[config.mk]
export PLATFORM = sky130hd
export DESIGN_NAME = uart_sync_fifo
export DESIGN_NICKNAME = d
export VERILOG_FILES = /design/src/rtl/uart_sync_fifo.sv
export SDC_FILE = /design/constraint.sdc
export NUM_CORES = 1
export LEC_CHECK = 0
export BUFFER_PORTS_ARGS = -buffer_cell sky130_fd_sc_hd__clkbuf_2
export CORE_ASPECT_RATIO = 1.75
export CORE_MARGIN = 4
export CORE_UTILIZATION = 45
export DETAILED_ROUTE_END_ITERATION = 10
export GPL_TIMING_DRIVEN = 0
export SYNTH_ARGS = -nofsm -noshare
export SYNTH_HDL_FRONTEND = slang
export SYNTH_SLANG_ARGS = --single-unit
[constraint.sdc]
create_clock -name i_apb_pclk -period 5.3 [get_ports i_apb_pclk]
set_input_delay 0.265 -clock i_apb_pclk [delete_from_list [all_inputs] [get_ports i_apb_pclk]]
set_output_delay 0.265 -clock i_apb_pclk [all_outputs]
set_load 0.01 [all_outputs]
[src/rtl/uart_sync_fifo.sv]
// First-word-fall-through byte FIFO between the APB register map and the UART engines.
// Optional per-entry even-parity bit catches storage corruption when an entry is popped.
module uart_sync_fifo #(
   parameter int DATA_WIDTH      = 8,
   parameter int DEPTH           = 16,
   parameter int DEPTH_WIDTH     = $clog2(DEPTH) + 1,
   parameter bit PARITY_CHECK_EN = 1'b1
) (
   input  logic                   i_apb_pclk,
   input  logic                   i_apb_presetn,
   input  logic                   i_flush,
   input  logic                   i_wr_req,
   input  logic [DATA_WIDTH-1:0]  i_wr_data,
   input  logic                   i_parity_inject,
   input  logic                   i_rd_req,
   output logic [DATA_WIDTH-1:0]  o_rd_data,
   output logic                   o_full,
   output logic                   o_empty,
   output logic [DEPTH_WIDTH-1:0] o_used,
   output logic                   o_overflow,
   output logic                   o_underflow,
   output logic                   o_parity_err
);

   localparam int AW = $clog2(DEPTH);

   logic [DATA_WIDTH-1:0]  mem [DEPTH];
   logic [AW:0]            wr_ptr, rd_ptr, wr_ptr_nxt, rd_ptr_nxt;
   logic [DEPTH_WIDTH-1:0] used_q, used_nxt;
   logic                   full_q, empty_q;
   logic                   push_acc, pop_acc, pop_bad;
   logic                   overflow_p1, underflow_p1, parity_err_p1;
   logic [DATA_WIDTH-1:0]  head_data;

   function automatic logic even_parity(input logic [DATA_WIDTH-1:0] d);
      return ^d;
   endfunction

   assign head_data = mem[rd_ptr[AW-1:0]];

   // At full, a push only gets in alongside a pop, which is always valid there.
   assign push_acc = i_apb_presetn && !i_flush && i_wr_req && (!full_q || i_rd_req);
   assign pop_acc  = i_apb_presetn && !i_flush && i_rd_req && !empty_q;

   always_comb begin
      wr_ptr_nxt = wr_ptr;
      rd_ptr_nxt = rd_ptr;
      used_nxt   = used_q;
      if (push_acc)
         wr_ptr_nxt = wr_ptr + (AW+1)'(1);
      if (pop_acc)
         rd_ptr_nxt = rd_ptr + (AW+1)'(1);
      if (push_acc && !pop_acc)
         used_nxt = used_q + DEPTH_WIDTH'(1);
      else if (!push_acc && pop_acc)
         used_nxt = used_q - DEPTH_WIDTH'(1);
   end

   // Stage p1: pointers, occupancy flags and status pulses
   always_ff @(posedge i_apb_pclk) begin
      if (!i_apb_presetn || i_flush) begin
         wr_ptr        <= '0;
         rd_ptr        <= '0;
         used_q        <= '0;
         full_q        <= 1'b0;
         empty_q       <= 1'b1;
         overflow_p1   <= 1'b0;
         underflow_p1  <= 1'b0;
         parity_err_p1 <= 1'b0;
      end else begin
         wr_ptr        <= wr_ptr_nxt;
         rd_ptr        <= rd_ptr_nxt;
         used_q        <= used_nxt;
         full_q        <= (wr_ptr_nxt[AW-1:0] == rd_ptr_nxt[AW-1:0]) &&
                          (wr_ptr_nxt[AW] != rd_ptr_nxt[AW]);
         empty_q       <= (wr_ptr_nxt == rd_ptr_nxt);
         overflow_p1   <= i_wr_req && !push_acc;
         underflow_p1  <= i_rd_req && empty_q;
         parity_err_p1 <= pop_acc && pop_bad;
      end
   end

   // Storage is never cleared; pointers alone define the contents.
   always_ff @(posedge i_apb_pclk) begin
      if (push_acc)
         mem[wr_ptr[AW-1:0]] <= i_wr_data;
   end

   generate
      if (PARITY_CHECK_EN) begin : g_par
         logic par_mem [DEPTH];

         always_ff @(posedge i_apb_pclk) begin
            if (push_acc)
               par_mem[wr_ptr[AW-1:0]] <= even_parity(i_wr_data) ^ i_parity_inject;
         end

         assign pop_bad = (even_parity(head_data) != par_mem[rd_ptr[AW-1:0]]);
      end else begin : g_nopar
         logic unused_inject;
         assign unused_inject = i_parity_inject;
         assign pop_bad       = 1'b0;
      end
   endgenerate

   assign o_rd_data    = empty_q ? '0 : head_data;
   assign o_full       = full_q;
   assign o_empty      = empty_q;
   assign o_used       = used_q;
   assign o_overflow   = overflow_p1;
   assign o_underflow  = underflow_p1;
   assign o_parity_err = parity_err_p1;

endmodule
======== Yosys cells after proc, flatten, opt, wreduce, memory -nomap -nowiden ========
Memories as Yosys holds them, arrays and structs flattened. A register that Yosys moved wholly into a read port is not among the register bits.
Index checks and enable logic that the tools add are counted.
cells by class
  $add $sub $neg .......................... 4
  multipliers ............................. 0
  divide/modulo/power cells ............... 0
  order comparisons ....................... 0
  eq/ne operators ......................... 4
  shift operators ......................... 0
  multiplexer cells ....................... 9
  bitwise gates (word level) .............. 1
  reduce and logical (&&, ||, !) cells .... 22
operators by type and width
  operator                                          count
  two-way mux 5 bit                                 4
  parity 8 bit                                      2
  adder 5 x 1 -> 5 bit, second input constant       3
  logical AND 1 bit                                 11
  two-way mux 4 bit                                 2
  two-way mux 8 bit                                 1
  logical NOT 1 bit                                 6
  equality test 5 bit                               1
  subtractor 5 x 1 -> 5 bit, second input constant  1
  equality test 4 bit                               1
  logical OR 1 bit                                  2
  two-way mux 1 bit                                 2
  != test 1 bit                                     2
  nonzero test 2 bit                                1
  XOR 1 bit                                         1
storage, ports and cells
  bits in registers ....................... 20
  bits in latches ......................... 0
  RAM bits ................................ 144
  bits in read-only memories .............. 0
  bits of input ports ..................... 14
  word-level logic and storage cells ...... 50
  memories kept ........................... 2
memories
  name           depth  bits a word  rd ports  clocked after Yosys merged registers in  write ports  line  text
  mem            16     8            1         1                                        1            27    logic [DATA_WIDTH-1:0] mem [DEPTH];
  g_par.par_mem  16     1            1         1                                        1            91    logic par_mem [DEPTH];

======== Logic depth before layout (Yosys ltp) ========
  depth in word-level cells ............... 8
  gate-level depth with buffers ........... 13

======== Worst setup path after synthesis ========
No wires, ideal clock.
  path type ............................... input port to flip-flop
  start ................................... input port i_flush
  end ..................................... register used_q[4], in the netlist o_used[4]
  library setup time ...................... 0.070 ns
  arrival time ............................ 2.512 ns
  required time ........................... 5.230 ns
  slack ................................... 2.718 ns
  cell stages on the path ................. 12
  cells stage by stage .................... nand2b_1 > clkbuf_1 > nor3b_2 > inv_1 > ha_1 > inv_1 > ha_1 > a21o_1 > a21oi_1 > xnor2_1 > or3_1 > a21oi_1
between the ends
  longest elaborated chain between the ends .. 7
RTL lines
  element                                                    line    text
  from (decl)                                                11      input logic i_flush,
  logical NOT 1 bit                                          42, 43
  logical AND 1 bit                                          42, 43
  logical AND 1 bit, on equally long branches (2 in series)  43, 42
  logical NOT 1 bit, on equally long branches                53, 55
  logical AND 1 bit, on equally long branches                53, 55
  two-way mux 5 bit or nonzero test 2 bit (tied branches)    -
  to (signal assigned)                                       73      used_q <= used_nxt;
  to (decl)                                                  29      logic [DEPTH_WIDTH-1:0] used_q, used_nxt;
Parallel ways exist; a longest one is shown, timed or not.
A chain may end at the register's enable or synchronous reset.

==> impl_results.md <==
* Status: completed
* CTS Buffer Depth at 2
* RSZ-0062 raised after global routing: no
* Final setup violation count at 0
* Drt total wl at between 10,000 and 15,000 um
* Mapped Avg Cell Area at 17.33 sq um
* Period utilization at between 50% and 60%
* Placed Instances at 614
* Final Total Pwr at ~2.7 mW
* Post-synthesis sequential area ratio at 68.33%
* Slowest CP cell: clkbuf_1
* Diodes inserted at 0
* CP Cell Sequence: buf_2 > clkbuf_1 > mux4_2 > mux2i_1 > nor2b_1 > a211oi_1 > clkbuf_2
* Initial drt markers at about 200
* Rel. slew slack at 21.56%
* Worst path required time at 5040 ps
* Crit path DAT at 2820 ps
* Critical path's top delay family: buffers and inverters
* Ys async rst share at 0%
* CP Capture Type: primary output
* Number of port buffers at 31
* Cells after synthesis at between 300 and 400
* Hold buffers post-CTS at 0
* Placed inst area at 0.007330 sq mm
* Post-synth EDFFs at around 140
* Syn nets at roughly 420
* Top cells by area, synth: edfxtp_1 (63%), mux4_2 (9.8%), dfxtp_1 (5.8%), xor2_1 (2.5%), xnor2_1 (2.3%)
* Crit path kind: reg -> out
* Final setup TNS at 0 ps
* Final instance count without filler cells at ~650
* # rows at 59
* Tmin final at 3088 ps
* End of the worst register-to-register path: o_parity_err$_SDFF_PP0_
* Reg2Reg Setup Slack at 2280 ps
* Mapped cell area at a little under 0.007 sq mm
* Die H at approximately 170 um
* P&R area growth vs syn at 14.46%
* Final Cell Area at a little under 0.008 sq mm
* Cells on worst reg2reg path at 8
* Share of cells above drive strength 1 at between 20% and 30%
* TritonCTS clock tree: yes
* Hpwl dp at 9944 um
* Hold path cells at 3
* Hold Fails Final Rpt at 0
* Vias in the first global route at between 3k and 4k
* Hold Crit Endpoint: o_overflow$_SDFF_PP0_
* Post-CTS Setup Bufs at 0
* DR vias at 3,585
* Max IR drop VDD at 0.1993 mV
* Post-CTS resize count at 0
* Slew Viols, Final at 0
* Hold_sp: i_wr_req
* First-pass GRT wire length at about 22,000 um
* Ys flop type: edfxtp_1
* Dpl ws at approximately 2200 ps
* Final setup margin at 2213 ps
* Lkg Pwr at approximately 2.6 nW
* Routed Antenna Nets at 0
* Initial Util at between 40% and 50%
* Die footprint at around 0.017 sq mm
* Startpoint types: register
* Worst Clk Skew at between 7 and 8 ps
* Crit-path max FO at 10
* Crit. path cell count at 7
* Die width at around 100 um
* I/O pin total at 32
* CTS H-Tree Depth at 4
* Actual slew at the worst max-slew pin at 1172 ps
* Congestion Overflow GR at 0
* DR pass1 iterations at 4
* Nets at 474
* Number of synthesized register bits at ~160
* MaxCap Viol Count at 0
* Initial antenna violation count at 0
* Fmax at around 320 MHz
* RePlAce Congestion at around 0.8
* Reg2Reg Launch Point: rd_ptr[1]$_SDFF_PP0_
* CTS buffer count at 17
* Max incr delay on CP at about 550 ps
* DRC errors left at 0
* Largest net degree at the start of global routing at 18
* Clock latency on the worst-skew pair at approximately 400 ps
* Worst-path clk slew at around 60 ps
* Via density per instance at ~5.6
* Warnings from Yosys at 0
* Yosys top cell by area: edfxtp_1
* Sink Count at roughly 160
* PwrDens at about 340 mW/mm^2
* Synth top area share at between 60% and 70%
* Core Box Area at approximately 0.015 sq mm
* WL/cell at about 22 um
* WP buf/inv at 3
* Gr usage total at between 10% and 20%
* Root Buffer: clkbuf_16
* Hold Path Class: in -> reg
* Synth cell types at 40
[sequential cells by signal (all words and copies together), names as in the netlist]
name,count
rd_ptr,5
wr_ptr,5
o_overflow,1
o_parity_err,1
g_par.par_mem,16
o_empty,1
o_underflow,1
o_full,1
o_used,5
mem,128
[how the worst max path moves through the flow]
stage | endpoint | startpoint | slack (ps)
4_1_cts | o_rd_data[2] | rd_ptr[1]$_SDFF_PP0_ | 2150
5_1_grt | o_rd_data[2] | rd_ptr[1]$_SDFF_PP0_ | 2010
2_1_floorplan | o_used[4]$_SDFFE_PP0P_ | i_flush | 2720
6_report | o_rd_data[2] | rd_ptr[1]$_SDFF_PP0_ | 2210
3_3_place_gp | mem[2][0]$_DFFE_PP_ | i_apb_presetn | 2070
3_5_place_dp | o_used[4]$_SDFFE_PP0P_ | i_flush | 2170
[Yosys cell counts, drive strengths merged (5+ instances only)]
library cell  number
edfxtp           144
mux4              35
nor2              32
dfxtp             20
xor2              20
xnor2             19
mux2i             15
buf               12
nand2             12
ha                 9
clkbuf             8
a21oi              7
nor2b              7
inv                6
nand3              6
nand4              6
nor3               6
a211oi             5
nand2b             5
[tightest hold or removal path: stages]
cell	delay, ps
clkbuf_2	90
nand2_1	50
nor2_1	30
[layout make-up]
class / instances / area (sq um)
clock buffer: 17 / 425.4
tap: 183 / 229.0
multi-input combinational: 209 / 2096
sequential: 164 / 4725
clock inverter: 14 / 151.4
buffer: 20 / 98.84
fill: 1218 / 7072
inverter: 6 / 22.52
timing repair buffer: 32 / 166.4
[per-stage QoR]
stage,utilization [%],hold slack [ps]
5_1_grt,52.81,79.41
4_1_cts,52.76,47.55
6_report,52.81,62.94
3_5_place_dp,48.91,466.6
2_1_floorplan,-,363.9
3_3_place_gp,48.70,454.3
[logic make-up (layout without fill, tap and decap cells)]
kind of cell,Yosys count,after routing,share of synthesized area [%]
AOI/OAI and AO/OA,25,25,2.479
and+or+nand+nor,82,82,5.791
xor gates and xnor gates,40,40,5.375
adders and majority gates,10,10,1.918
DFF,164,164,68.33
muxes,52,52,14.35
buffers and inverters,26,89,1.755
[cell usage in the layout, fill, tap and decap left out, types with 3 or more instances in the layout]
cell,instances
a22oi_1,3
nand3_1,6
and3_1,3
buf_4,3
mux4_1,5
nor2b_1,7
nand4_1,6
nand2_1,12
clkbuf_16,17
clkbuf_2,31
xor2_1,20
nor2_1,32
clkbuf_1,8
xnor2_1,17
inv_6,5
a21oi_1,7
edfxtp_1,144
nand2b_1,5
dfxtp_1,20
inv_1,6
buf_1,4
buf_2,4
ha_1,9
nor3_2,4
a31oi_1,3
mux4_2,30
a211oi_1,5
mux2i_1,14
[report_power, final]
group          internal (mW)  switching [mW]  leakage [nW]
logic                 0.0300          0.0625         0.875
registers               1.42         0.00235          1.46
clock network          0.698           0.503         0.278
total                   2.15           0.568          2.61
[per-layer routing]
layer / global-route usage (%) / up-vias / share of wire (%)
met4: 6.424 / 0 / 2.0
met5: 0 / - / 0
met3: 3.068 / 17 / 3.9
met1: 19.97 / 1844 / 37
li1: - / 1645 / -
met2: 33.41 / 79 / 57
Note: power is estimated with default switching activity, not from simulation.
